[config.mk]
export PLATFORM = sky130hd
export DESIGN_NAME = env_act_sched
export DESIGN_NICKNAME = d
export VERILOG_FILES = /design/src/rtl/env_act_pkg.sv /design/src/rtl/env_act_rr_pick.sv /design/src/rtl/env_act_sched.sv
export SDC_FILE = /design/constraint.sdc
export NUM_CORES = 1
export LEC_CHECK = 0
export CORE_ASPECT_RATIO = 1.5
export CORE_MARGIN = 2
export CORE_UTILIZATION = 58
export DETAILED_ROUTE_END_ITERATION = 10
export PLACE_DENSITY = 0.91
export SYNTH_ARGS = -nofsm -noshare
export SYNTH_HDL_FRONTEND = slang
export SYNTH_SLANG_ARGS = --single-unit
[constraint.sdc]
create_clock -name pclk -period 7.2 [get_ports pclk]
set_clock_uncertainty 0.15 [all_clocks]
set_input_delay 1.44 -clock pclk [delete_from_list [all_inputs] [get_ports pclk]]
set_output_delay 1.44 -clock pclk [all_outputs]
set_load 0.005 [all_outputs]
[src/rtl/env_act_pkg.sv]
`default_nettype none
// ============================================================================
// env_act_pkg : shared types and channel constants for the actuator scheduler
// Rev 1.0
// ============================================================================
package env_act_pkg;

  localparam int NUM_CH = 4;

  localparam logic [1:0] CH_HEAT  = 2'd0;
  localparam logic [1:0] CH_COOL  = 2'd1;
  localparam logic [1:0] CH_HUM   = 2'd2;
  localparam logic [1:0] CH_DEHUM = 2'd3;

  typedef enum logic [1:0] {
    ST_IDLE     = 2'd0,
    ST_ON       = 2'd1,
    ST_COOLDOWN = 2'd2
  } state_t;

  function automatic logic [NUM_CH-1:0] ch_mask(input logic [1:0] id);
    return NUM_CH'(1) << id;
  endfunction

endpackage
`default_nettype wire

[src/rtl/env_act_rr_pick.sv]
`default_nettype none
// ============================================================================
// env_act_rr_pick : combinational round-robin picker, searches from last_id+1
// Rev 1.0
// ============================================================================
module env_act_rr_pick
  import env_act_pkg::*;
(
  input  logic [NUM_CH-1:0] req,
  input  logic [1:0]        last_id,
  output logic              found,
  output logic [1:0]        pick_id
);

  logic [1:0] w_idx;

  // The 2-bit index wraps naturally, so the last slot visited is last_id itself.
  always_comb begin
    found   = 1'b0;
    pick_id = last_id;
    w_idx   = last_id;
    for (int i = 1; i <= NUM_CH; i++) begin
      w_idx = last_id + 2'(i);
      if (!found && req[w_idx]) begin
        found   = 1'b1;
        pick_id = w_idx;
      end
    end
  end

endmodule
`default_nettype wire

[src/rtl/env_act_sched.sv]
`default_nettype none
// ============================================================================
// env_act_sched : single-grant actuator scheduler with min-on/max-on/min-off
// Rev 1.0
// ============================================================================
module env_act_sched
  import env_act_pkg::*;
#(
  parameter int MIN_ON_S  = 5,
  parameter int MAX_ON_S  = 20,
  parameter int MIN_OFF_S = 3,
  parameter int TIMER_W   = 8
) (
  input  logic               pclk,
  input  logic               presetn,
  input  logic               tick_1s,
  input  logic [3:0]         req,
  output logic [3:0]         grant,
  output logic [1:0]         active_id,
  output logic               cooldown,
  output logic [TIMER_W-1:0] elapsed_s
);

  localparam logic [TIMER_W-1:0] C_MIN_ON  = TIMER_W'(MIN_ON_S);
  localparam logic [TIMER_W-1:0] C_MAX_ON  = TIMER_W'(MAX_ON_S);
  localparam logic [TIMER_W-1:0] C_MIN_OFF = TIMER_W'(MIN_OFF_S);
  localparam logic [TIMER_W-1:0] C_SAT     = '1;

  state_t             r_state;
  logic               w_found;
  logic [1:0]         w_pick_id;
  logic [TIMER_W-1:0] w_elapsed_inc;
  logic               w_others;
  logic               w_release;

  env_act_rr_pick u_pick (
    .req     (req),
    .last_id (active_id),
    .found   (w_found),
    .pick_id (w_pick_id)
  );

  assign w_elapsed_inc = (tick_1s && (elapsed_s != C_SAT)) ? elapsed_s + TIMER_W'(1) : elapsed_s;
  assign w_others      = |(req & ~ch_mask(active_id));
  // Release only once min-on is served: owner gone, or max-on reached under contention.
  assign w_release     = (elapsed_s >= C_MIN_ON) &&
                         (!req[active_id] || ((elapsed_s >= C_MAX_ON) && w_others));

  always_ff @(posedge pclk or negedge presetn) begin
    if (!presetn) begin
      r_state   <= ST_IDLE;
      grant     <= '0;
      active_id <= CH_DEHUM;
      cooldown  <= 1'b0;
      elapsed_s <= '0;
    end else begin
      case (r_state)
        ST_IDLE: begin
          grant <= '0;
          if (w_found) begin
            r_state   <= ST_ON;
            grant     <= ch_mask(w_pick_id);
            active_id <= w_pick_id;
            elapsed_s <= '0;
          end
        end
        ST_ON: begin
          if (w_release) begin
            r_state   <= ST_COOLDOWN;
            grant     <= '0;
            cooldown  <= 1'b1;
            elapsed_s <= '0;
          end else begin
            elapsed_s <= w_elapsed_inc;
          end
        end
        ST_COOLDOWN: begin
          if (elapsed_s >= C_MIN_OFF) begin
            r_state  <= ST_IDLE;
            cooldown <= 1'b0;
          end else begin
            elapsed_s <= w_elapsed_inc;
          end
        end
        default: begin
          r_state  <= ST_IDLE;
          grant    <= '0;
          cooldown <= 1'b0;
        end
      endcase
    end
  end

endmodule
`default_nettype wire

==> results.txt <==
----------------------------------------------------
[Power and ir drop]
  Worst-case vdd ir drop ... about 230 uV
  Pwr Density ... 315 nW/um^2
  Leakage dissipation ... approximately 0.0007 uW

[STA]
  Sum of negative setup slack ... 0 ns
  Post-route worst hold slack ... around 0.37 ns
  Count of endpoints failing hold in the final timing report ... 0
  Slew at the pin closest to its max-slew limit ... 0.760 ns
  Post-route clock period utilization ... a little under 50%
  Worst relative slew slack ... about half
  Unrepaired setup endpoints after global routing ... false
  FMAX ... about 290 MHz
  Final number of max-transition violations ... 0
  Final setup violating endpoints ... 0
  Fin worst setup slack ... 3.72 ns
  Final min period ... ~3.5 ns

[Critical path]
  Critical path required time ... 7.22 ns
  Maximum fanout encountered on the critical timing path ... 12
  Critical Path Source Type ... input pin
  Data arrival time at the worst-slack endpoint ... between 3 and 4 ns
  Worst setup path category ... input pin to register
  Endpoint type of the worst setup path ... register

[Worst hold path]
  Worst hold-check path type ... register to register

[Die]
  Top Ports ... 22
  Std-Cell Core Area ... 2420 um^2
  Initial core utilization ... between 50 and 60%
  Row Count ... 22
  Die area ... 2920 um^2
  Width of the chip ... approximately 45 um
  Die span in y ... ~65 um

[Final layout]
  Synthesis-to-finish area growth ... 16.0%
  Nets ... 196
  Share of cells above drive strength 1 ... under 10%
  Total inserted antenna cells ... 0

[Route]
  Number of routed nets with antenna violations ... 0
  Per-cell routed wire length ... between 15 and 20 um
  Overall routed net length ... 3.42 mm
  Iteration-0 DRC count of the detailed router ... 41
  Via count ... between 1000 and 1500
  Ratio of routed vias to standard cells ... ~6.6
  Pre-Repair DR Iteration Count ... 4
  DRC violations left ... 0

[Clocking]
  Post-CTS Setup Inserts ... 0
  # H-tree levels ... 1
  CTS tree ... built
  Clock transition at the registers of the reported paths ... about 0.090 ns
  Clk Tree Root Cell ... clkbuf_4
  Source-to-sink clock delay at the later pin of the worst-skew pair ... between 0.3 and 0.4 ns
  Inserted Clock Buffers ... 3
  # hold bufs at CTS ... 0
  Number of buffers on the longest clock path ... 2
  Total clock sinks ... 17
  Number of instances resized during post-cts repair ... 0

[Logic synthesis]
  Number of nets in the synthesized netlist ... between 150 and 200
  Top cell type's share of synthesized area ... between 20% and 30%
  Post-synthesis share of cell area spent on and, or, nand and nor gates ... 19.8%
  Synthesized-area fraction occupied by xor and xnor cells ... under 10%
  Main combinational cell family by area after synthesis ... compound AO/OA/AOI/OAI gates
  Number of different library cells in the post-synthesis netlist ... 55
  Proportion of synthesized chip area in sequential cells ... around 30%
  Mapped Area ... roughly 1500 um^2
  Post-synthesis cell type with the largest combined area ... dfrtp_1
  Total of flip-flops plus latches after synthesis ... 17
  Number of enable flip-flop cells after synthesis ... 0
  Post-synthesis compound-gate area fraction ... between 20 and 30%
  Adder-cell share of the synthesized area ... roughly a tenth
  Post-Syn Area per Cell ... approximately 9 um^2
  Top post-synthesis cells by area ... dfrtp_1 (26%), ha_1 (9.5%), mux2i_1 (4.1%), a21oi_1 (3.8%), dfstp_2 (3.6%)
  Multiplexer fraction of the synthesized cell area ... between 5 and 6%
  Number of warnings printed during yosys synthesis ... 0
  Number of standard cells after synthesis ... between 150 and 200
  Fraction of synthesis flops using an asynchronous set or reset pin ... 100%
  Ys flop type ... dfrtp_1

[Run]
  Max-capacitance violation count ... 0

[Global routing]
  Congestion Overflow GR ... 0
  Number of antenna violations at the first check in global routing ... 0
  Wire length of the first global-routing pass ... 5.83 mm
  Overall routing resource usage ... 26.3%
  Vias in the first global route ... ~1300
  Maximum number of pins on one net before global-route repair ... 18

[Placed design]
  DP HPWL ... roughly 2.6 mm
  GPL Wtd Cong ... between 0.9 and 1
  Number of buffer cells added on primary ports ... 21
  Worst slack at placement ... between 3 and 4 ns

[Outcome]
  Status ... finished clean

----------------------------------------------------
-- per-layer routing --
layer / vias up / part of all wire [%] / track usage (%)
li1: 633 / - / -
met1: 627 / 38 / 28.2
met2: 52 / 56 / 49.3
met3: 9 / 3.9 / 2.47
met4: 0 / 2.9 / 12.1
met5: - / 0 / 0
-- metrics by stage --
step / instance area (um^2) / power (uW) / std cells / utilization, %
2_1_floorplan: 1450 / 378 / 161 / -
3_3_place_gp: 1650 / 463 / 197 / 68.3
3_5_place_dp: 1650 / 476 / 197 / 68.3
4_1_cts: 1680 / 531 / 201 / 69.4
5_1_grt: 1680 / 570 / 201 / 69.4
6_report: 1680 / 530 / 201 / 69.4
-- worst max-delay path, stage by stage --
cell and delay (ns):
clkdlybuf4s50_1 0.61, mux4_2 0.58, o221a_2 0.37, o21ai_2 0.33
a22oi_1 0.17
-- layout make-up --
| type | count | area (um^2) |
|---|---|---|
| clock buffer | 3 | 22.5 |
| multi-input combinational | 125 | 948 |
| inverter | 10 | 37.5 |
| sequential | 17 | 428 |
| clock inverter | 1 | 5.00 |
| tap | 24 | 30.0 |
| fill | 206 | 741 |
| timing repair buffer | 21 | 210 |
-- cell usage after synthesis, drive strengths merged, types with 3 or more instances --
cell	n
o21ai	9
or3	4
mux2i	6
ha	11
dfrtp	15
clkbuf	7
a21oi	11
a2bb2oi	3
a211oi	3
nor2	10
xor2	3
o31ai	3
nand2b	7
nand3	5
inv	10
nand4	4
nand2	6
-- cell families (layout without fill, tap and decap cells) --
logic type	count (synthesis)	after routing
xor+xnor	4	4
buf+inv	19	35
simple gates	50	50
mux	7	7
fa+ha+maj	11	11
flops	17	17
compound gates	53	53
-- worst paths after layout --
kind	from	end	slack, ns	cells past startpoint
hold / removal	grant[3]	grant[3]	0.37	1
hold reg to reg	grant[3]	grant[3]	0.37	1
min in group asynchronous	presetn	elapsed_s[3]	1.42	1
setup / recovery	req[2]	elapsed_s[5]	3.72	5
setup reg to reg	active_id[0]	grant[2]	4.22	7
max in group asynchronous	presetn	r_state[0]	5.01	1
-- power by group --
group	internal, uW	leakage, uW	switching [uW]	total, uW
sequential	123	0.000226	38.5	162
clock	20.8	0.0000177	32.0	52.9
combinational	147	0.000478	168	315
total	291	0.000721	239	530
-- cells in the final DEF (no fill, tap or decap), types with 2 or more instances in the layout --
| cell type | n |
|---|---|
| a31oi_1 | 2 |
| ha_1 | 11 |
| or3_1 | 3 |
| o21ai_0 | 8 |
| a2bb2oi_1 | 3 |
| nor2b_1 | 2 |
| a22o_1 | 2 |
| o31ai_1 | 3 |
| a21o_1 | 2 |
| o32ai_1 | 2 |
| and3b_1 | 2 |
| dfstp_2 | 2 |
| clkdlybuf4s50_1 | 21 |
| mux2i_1 | 6 |
| nand4_1 | 4 |
| nor2_1 | 10 |
| nand2b_1 | 7 |
| a21oi_1 | 11 |
| nand2_1 | 6 |
| nor3_1 | 2 |
| a211oi_1 | 3 |
| dfrtp_1 | 15 |
| inv_1 | 10 |
| clkbuf_4 | 3 |
| nand3_1 | 4 |
| xor2_1 | 3 |
-- sequential cells by signal (all words and copies together), names as in the netlist --
name,count
active_id,2
cooldown,1
elapsed_s,8
grant,4
r_state,2
No activity file was read; power rests on OpenSTA's default activity.
